`src/rtl/sclk_burst_gen.sv`:
```
// Programmable SPI SCLK burst generator: even divide 2*(div_i+1), CPOL idle level, bits_i periods per start.
// All outputs registered; start accepted only in IDLE with abort_i low, abort/reset return to idle next cycle.
module sclk_burst_gen #(
  parameter int G_DIV_WIDTH = 8,
  parameter int G_CNT_WIDTH = 6
) (
  input  logic                   clk_i,
  input  logic                   rst_i,
  input  logic [G_DIV_WIDTH-1:0] div_i,
  input  logic                   cpol_i,
  input  logic [G_CNT_WIDTH-1:0] bits_i,
  input  logic                   start_i,
  input  logic                   abort_i,
  output logic                   sclk_o,
  output logic                   busy_o,
  output logic                   lead_o,
  output logic                   trail_o,
  output logic                   done_o
);

  typedef enum logic {ST_IDLE, ST_RUN} state_t;

  state_t                 state_q;
  logic [G_DIV_WIDTH-1:0] div_q;
  logic [G_DIV_WIDTH-1:0] half_q;
  logic [G_DIV_WIDTH-1:0] half_d;
  logic [G_CNT_WIDTH-1:0] bits_q;
  logic [G_CNT_WIDTH-1:0] per_q;
  logic [G_CNT_WIDTH-1:0] per_d;
  logic                   cpol_q;
  logic                   sclk_q;
  logic                   busy_q;
  logic                   lead_q;
  logic                   trail_q;
  logic                   done_q;

  assign half_d = half_q + 1'b1;
  assign per_d  = per_q + 1'b1;

  always_ff @(posedge clk_i) begin
    if (rst_i) begin
      state_q <= ST_IDLE;
      div_q   <= '0;
      half_q  <= '0;
      bits_q  <= '0;
      per_q   <= '0;
      cpol_q  <= 1'b0;
      sclk_q  <= 1'b0;
      busy_q  <= 1'b0;
      lead_q  <= 1'b0;
      trail_q <= 1'b0;
      done_q  <= 1'b0;
    end else begin
      lead_q  <= 1'b0;
      trail_q <= 1'b0;
      done_q  <= 1'b0;
      unique case (state_q)
        ST_IDLE: begin
          sclk_q <= cpol_i;
          if (start_i && !abort_i) begin
            if (bits_i == '0) begin
              done_q <= 1'b1;
            end else begin
              state_q <= ST_RUN;
              busy_q  <= 1'b1;
              div_q   <= div_i;
              cpol_q  <= cpol_i;
              bits_q  <= bits_i;
              half_q  <= '0;
              per_q   <= '0;
            end
          end
        end
        ST_RUN: begin
          if (abort_i) begin
            state_q <= ST_IDLE;
            busy_q  <= 1'b0;
            sclk_q  <= cpol_q;
            half_q  <= '0;
            per_q   <= '0;
          end else if (half_q == div_q) begin
            half_q <= '0;
            sclk_q <= ~sclk_q;
            // Leaving the idle level is a lead edge; returning to it is a trail.
            if (sclk_q == cpol_q) begin
              lead_q <= 1'b1;
            end else begin
              trail_q <= 1'b1;
              per_q   <= per_d;
              if (per_d == bits_q) begin
                done_q  <= 1'b1;
                busy_q  <= 1'b0;
                state_q <= ST_IDLE;
              end
            end
          end else begin
            half_q <= half_d;
          end
        end
        default: state_q <= ST_IDLE;
      endcase
    end
  end

  assign sclk_o  = sclk_q;
  assign busy_o  = busy_q;
  assign lead_o  = lead_q;
  assign trail_o = trail_q;
  assign done_o  = done_q;

endmodule
```
`config.mk`:
```
export PLATFORM = sky130hd
export DESIGN_NAME = sclk_burst_gen
export DESIGN_NICKNAME = d
export VERILOG_FILES = /design/src/rtl/sclk_burst_gen.sv
export SDC_FILE = /design/constraint.sdc
export NUM_CORES = 1
export LEC_CHECK = 0
export CAP_MARGIN = 20
export CELL_PAD_IN_SITES_DETAIL_PLACEMENT = 1
export CELL_PAD_IN_SITES_GLOBAL_PLACEMENT = 2
export CORE_ASPECT_RATIO = 0.75
export CORE_MARGIN = 10
export CORE_UTILIZATION = 36
export DETAILED_ROUTE_END_ITERATION = 16
export HOLD_SLACK_MARGIN = 0.06
export PLACE_DENSITY = 0.9
export REMOVE_ABC_BUFFERS = 1
export SLEW_MARGIN = 20
export SYNTH_ARGS = -nofsm -noshare
export SYNTH_HDL_FRONTEND = slang
export SYNTH_SLANG_ARGS = --single-unit
```
`constraint.sdc`:
```
create_clock -name clk_i -period 4.12 [get_ports clk_i]
set_input_delay 0.824 -clock clk_i [delete_from_list [all_inputs] [get_ports clk_i]]
set_output_delay 0.824 -clock clk_i [all_outputs]
set_load 0.01 [all_outputs]
```
==> results of run 1 <==
## worst reg2reg max path: stages (launching register included)
cell and delay [ps]:
dfxtp_1 400, or3b_4 420, a21oi_2 700, mux2i_1 300
nor2_1 50
## path summary, 6_finish.rpt
kind | to | cells past startpoint
worst min-delay path | bits_q[1]$_SDFFE_PP0P_ | 2
worst min register to register | bits_q[1]$_SDFFE_PP0P_ | 2
worst max-delay path | div_q[0]$_SDFFE_PP0P_ | 5
worst max register to register | div_q[0]$_SDFFE_PP0P_ | 4
## kinds of logic after synthesis
family	count (synthesis)	share of synthesized area
and+or+nand+nor	80	0.233
AOI/OAI and AO/OA	43	0.175
DFF	35	0.390
xor gates and xnor gates	18	0.0878
muxes	11	0.0641
buffers and inverters	10	0.0355
adders and majority gates	2	0.0139
## registers in the layout, indices dropped and copies added (netlist names)
register	flops
bits_q	6
busy_o	1
cpol_q	1
div_q	8
done_o	1
half_q	8
lead_o	1
per_q	6
sclk_o	1
state_q	1
trail_o	1
## metrics by stage
stage	setup slack, ps	area (sq um)	utilization
final	1420	2140	0.438
after global routing	1260	2140	0.438
after CTS	1410	2140	0.438
after detailed placement	1130	2050	0.420
after global placement	1190	2050	0.420
after floorplan	1950	1740	-
## metal layers
| layer | vias up | GRT usage |
|---|---|---|
| met4 | 0 | 0.0470 |
| met2 | 27 | 0.149 |
| met3 | 5 | 0.0288 |
| met1 | 671 | 0.156 |
| met5 | - | 0 |
| li1 | 758 | - |
## Yosys cell counts (all sizes together) (2+ instances only)
cell type / number / area, sq um
dfxtp: 35 / 701
nor2: 23 / 86.3
nand2: 15 / 56.3
a21oi: 13 / 72.6
xor2: 12 / 105
mux2i: 10 / 100
nand3: 8 / 40.0
a31oi: 6 / 37.5
xnor2: 6 / 52.6
and3: 5 / 31.3
buf: 5 / 43.8
nand2b: 5 / 31.3
nor2b: 5 / 31.3
nor4: 5 / 43.8
o21ai: 5 / 25.0
a22o: 4 / 35.0
and2: 4 / 27.5
clkbuf: 4 / 16.3
nor3: 3 / 15.0
a21bo: 2 / 20.0
a22oi: 2 / 15.0
ha: 2 / 25.0
nor3b: 2 / 15.0
o32ai: 2 / 17.5
or3b: 2 / 20.0
## placed cells by master, fill, tap and decap left out, types with 2 or more instances in the layout
master	Yosys	layout
and2_1	3	3
a21bo_2	2	2
and3_1	5	5
dfxtp_1	35	35
ha_1	2	2
xor2_1	12	12
xnor2_1	6	6
nor2_1	23	23
nor2b_1	5	5
a31oi_1	6	6
nand3_1	8	8
a22oi_1	2	2
o21ai_0	5	5
clkbuf_8	0	6
nand2b_1	5	5
nand2_1	15	15
clkdlybuf4s50_1	0	23
o32ai_1	2	2
nor4_2	2	2
nor3_1	3	3
nor3b_1	2	2
mux2i_1	10	10
nor4_1	3	3
a21oi_1	11	11
a22o_1	4	4
a21oi_2	2	2
## layout make-up
class	instances	area share
Clock buffer	6	0.0387
Inverter	1	0.00176
Multi-Input combinational cell	154	0.483
Timing Repair Buffer	24	0.111
Clock inverter	1	0.00234
Tap cell	60	0.0351
Sequential cell	35	0.328
## where the power goes
part	switching (uW)	internal (uW)	leakage (uW)
sequential	9.89	348	0.000284
clock	118	131	0.0000470
combinational	52.2	48.0	0.000512
total	180	527	0.000844
==> impl_metrics.json, run 1 <==
{
  "root_buffer": "clkbuf_8",
  "seq_area_frac_synth": 0.390,
  "dp_hpwl_um": 3270,
  "netlist_instances": 199,
  "critPathMaxFanout": 16,
  "nFillCells": 568,
  "ir_drop_mv": 0.206,
  "cts_buffers": 5,
  "routedLengthMet1_um": 2410,
  "track_usage": 0.110,
  "dieArea_sq_um": 8240,
  "path_cells": "clkdlybuf4s50_1 -> or3b_4 -> a21oi_2 -> mux2i_1 -> nor2_1",
  "postCtsSetupBuffers": 0,
  "finalCriticalPeriod_ps": 2700,
  "fin_nets": 242,
  "cts.sinks": 35,
  "cts_tree": "done",
  "ff2ff_setup_slack_ps": 2130,
  "critPathMaxStageDelay_ps": 700,
  "whs_ps": 478,
  "synth_edf_count": 0,
  "leakage_uw": 0.000844,
  "worstHoldStart": "bits_q[1]$_SDFFE_PP0P_",
  "critical_path_arrival_ps": 2870,
  "required_ps": 4290,
  "grt_pass1_wl_um": 7200,
  "cts_resized": 0,
  "netlist_area_sq_um": 1800,
  "drcViolationCount": 0,
  "rsz0062_at_grt": "false",
  "synth_cell_types": 45,
  "vias": 1461,
  "crit-reg2reg-launch": "state_q$_SDFF_PP0_",
  "routed.top_layer": "met4",
  "fin_setup_tns_ps": 0,
  "ys_warn_count": 0,
  "setup.worst_path.start": "abort_i",
  "crit_path_top_delay_cell": "a21oi_2",
  "wl_met2_um": 1720,
  "critPathLaunchType": "primary input",
  "stdcell_count": 281,
  "async_flop_share": 0,
  "worstMarginPinSlew_ps": 936,
  "die_w_um": 102,
  "grt_pass1_vias": 1482,
  "max_freq_mhz": 370,
  "wl_met3_um": 200,
  "via_per_inst": 5.20,
  "setup-violations-final": 0,
  "min_period_over_period": 0.656,
  "avgSynthCellArea_sq_um": 9.02,
  "ctsHoldBuffers": 0,
  "row_count": 22,
  "crit_type": "primary input to register",
  "worstSkewPairLatency_ps": 290,
  "clock_path_buffers": 2,
  "antenna_found_initial": 0,
  "report.final.slew_viol_count": 0,
  "p_total_uw": 707,
  "placedCellCount": 274,
  "n_antenna_cell": 0,
  "die_height_um": 81.2,
  "ys_ff_latch": 35,
  "hold_path_class": "register to register",
  "wl_per_cell_um": 15.6,
  "final-seq-area_sq_um": 701,
  "drt_iter0_drc": 72,
  "htreeDepth": 2,
  "drtAntennaViolNets": 0,
  "critPathBufInv": 1,
  "globalRouteOverflowTotal": 0,
  "grt_max_degree": 27,
  "finClkSkew_ps": 5.01,
  "final_layout_size_suffix_gt1_frac": 0.0860,
  "area_delta_synth_final_pct": 19.0,
  "timing.slew.headroom": 0.376,
  "clk_pin_slew_ps": 70,
  "io_pins": 24,
  "gp_congestion": 0.762,
  "core_sq_um": 4870,
  "status": "completed",
  "dr.pass1.iters": 4,
  "final_hold_viol_count": 0,
  "crit_family": "compound AO/OA/AOI/OAI gates",
  "synth_flop_cell": "dfxtp_1",
  "p_per_area_nw_per_um2": 331,
  "port_buffers": 23,
  "worstSetupEndpointType": "register",
  "initial_core_util": 0.369,
  "cap_violations": 0,
  "multi_input_area_sq_um": 1030,
  "drt_wl_total_um": 4380
}
No activity file was read; power rests on OpenSTA's default activity.
==> inputs of run 2 (changes only) <==
--- a/config.mk
+++ b/config.mk
@@ -10,10 +10,10 @@
 export CELL_PAD_IN_SITES_GLOBAL_PLACEMENT = 2
 export CORE_ASPECT_RATIO = 0.75
 export CORE_MARGIN = 10
-export CORE_UTILIZATION = 36
+export CORE_UTILIZATION = 33
 export DETAILED_ROUTE_END_ITERATION = 16
 export HOLD_SLACK_MARGIN = 0.06
-export PLACE_DENSITY = 0.9
+export PLACE_DENSITY = 0.84
 export REMOVE_ABC_BUFFERS = 1
 export SLEW_MARGIN = 20
 export SYNTH_ARGS = -nofsm -noshare
==> constraint.sdc (replaced) <==
create_clock -name clk_i -period 2.56 [get_ports clk_i]
set_input_delay 0.512 -clock clk_i [delete_from_list [all_inputs] [get_ports clk_i]]
set_output_delay 0.512 -clock clk_i [all_outputs]
set_load 0.01 [all_outputs]
==> impl_metrics.json, run 2 (same netlist as run 1, synthesis figures left out) <==
{
  "core_sq_um": 5300,
  "grt_pass1_wl_um": 7850,
  "dr.pass1.iters": 4,
  "final_cell_mix": "dfxtp_1 (35), nor2_1 (23), clkdlybuf4s50_1 (23), nand2_1 (15), xor2_1 (12)",
  "root_buffer": "clkbuf_8",
  "finalCriticalPeriod_ps": 2200,
  "grt_pass1_vias": 1562,
  "cts_resized": 0,
  "cap_violations": 0,
  "fin_nets": 245,
  "final_common_cell": "dfxtp_1",
  "setup.worst_path.start": "bits_i[5]",
  "p_per_area_nw_per_um2": 524,
  "setup-violations-final": 0,
  "antenna_found_initial": 0,
  "gp_congestion": 0.752,
  "critPathMaxFanout": 7,
  "n_antenna_cell": 0,
  "r2r_end": "per_q[3]$_SDFFE_PP0P_",
  "min_period_over_period": 0.861,
  "finalInstanceArea_sq_um": 2190,
  "io_pins": 24,
  "cts.sinks": 35,
  "dpl-instance-area_sq_um": 2100,
  "htreeDepth": 2,
  "critical_path_arrival_ps": 2440,
  "cts_tree": "done",
  "track_usage": 0.107,
  "ff2ff_setup_slack_ps": 630,
  "holdPathStages": 2,
  "timing.slew.headroom": 0.613,
  "row_count": 23,
  "status": "completed",
  "area_delta_synth_final_pct": 21.7,
  "dieArea_sq_um": 8820,
  "drt_iter0_drc": 60,
  "clk_pin_slew_ps": 80,
  "hold_path_class": "register to register",
  "die_height_um": 83.9,
  "via_per_inst": 5.03,
  "clock_path_buffers": 2,
  "drcViolationCount": 0,
  "drt_wl_total_um": 4730,
  "drtAntennaViolNets": 0,
  "worstSkewPairLatency_ps": 290,
  "fin_setup_tns_ps": 0,
  "reg_top3": "div_q (8), half_q (8)",
  "worstHoldStart": "bits_q[1]$_SDFFE_PP0P_",
  "report.final.slew_viol_count": 0,
  "ctsHoldBuffers": 0,
  "wl_per_cell_um": 15.8,
  "required_ps": 2800,
  "die_w_um": 105,
  "initial_core_util": 0.339,
  "nFillCells": 639,
  "worstMarginPinSlew_ps": 576,
  "worst_slack_ps": 356,
  "crit-reg2reg-launch": "half_q[3]$_SDFFE_PP0P_",
  "cts_buffers": 5,
  "critPathLaunchType": "primary input",
  "grt_max_degree": 25,
  "max_freq_mhz": 454,
  "port_buffers": 23,
  "leakage_uw": 0.000862,
  "p_total_uw": 1140,
  "final_hold_viol_count": 0,
  "dp_slack_ps": 100,
  "vias": 1510,
  "ir_drop_mv": 0.255,
  "postCtsSetupBuffers": 0,
  "globalRouteOverflowTotal": 0,
  "rsz0062_at_grt": "false",
  "finClkSkew_ps": 12.1,
  "crit_type": "primary input to register",
  "final_layout_size_suffix_gt1_frac": 0.102,
  "worstHoldEndpoint": "bits_q[1]$_SDFFE_PP0P_",
  "dp_hpwl_um": 3540,
  "worstRegToRegCells": 5,
  "worstSetupEndpointType": "register"
}
[run 2: cell count changes in the layout (fill, tap and decap cells not counted)]
cell / previous run / this run
buf_4: 1 / 3
clkbuf_8: 6 / 5
clkinv_2: 1 / 3
buf_12: 0 / 1
[run 2: critical path: stages]
cell and delay [ps]:
clkdlybuf4s50_1 430, nor4_2 530, o2bb2ai_1 360, nor2_1 190
a21boi_4 250, mux2_4 170
[run 2: metal layers]
metal,vias to the layer above,share of wire,global-route usage
met1,718,0.54,0.151
met4,0,0.012,0.0373
met2,31,0.40,0.153
li1,756,-,-
met3,5,0.046,0.0255
met5,-,0,0
[run 2: worst max path at each step]
stage / to / slack, ps
floorplan: state_q$_SDFF_PP0_ / 700
global placement: per_q[0]$_SDFFE_PP0P_ / 180
detailed placement: per_q[0]$_SDFFE_PP0P_ / 100
CTS: per_q[0]$_SDFFE_PP0P_ / 370
global route: per_q[0]$_SDFFE_PP0P_ / 290
finish: per_q[0]$_SDFFE_PP0P_ / 360
[run 2: final cells by class]
type	count	area, sq um	share of cell area
Multi-Input combinational cell	154	1030	0.472
Sequential cell	35	701	0.321
Timing Repair Buffer	27	273	0.125
Tap cell	75	93.8	0.0429
Clock buffer	5	68.8	0.0315
Clock inverter	3	15.0	0.00687
Inverter	1	3.75	0.00172
[run 2: report_power, final]
group	total, uW	internal, uW	switching [uW]
Clock	399	186	212
Sequential	575	560	15.2
Combinational	170	82.7	87.8
[run 2: stage by stage]
| step | hold slack (ps) | utilization | cells |
|---|---|---|---|
| detailed placement | 464 | 0.397 | 292 |
| CTS | 475 | 0.413 | 300 |
| global placement | 462 | 0.397 | 292 |
| floorplan | 442 | - | 190 |
| finish | 473 | 0.413 | 300 |
| global route | 495 | 0.413 | 300 |
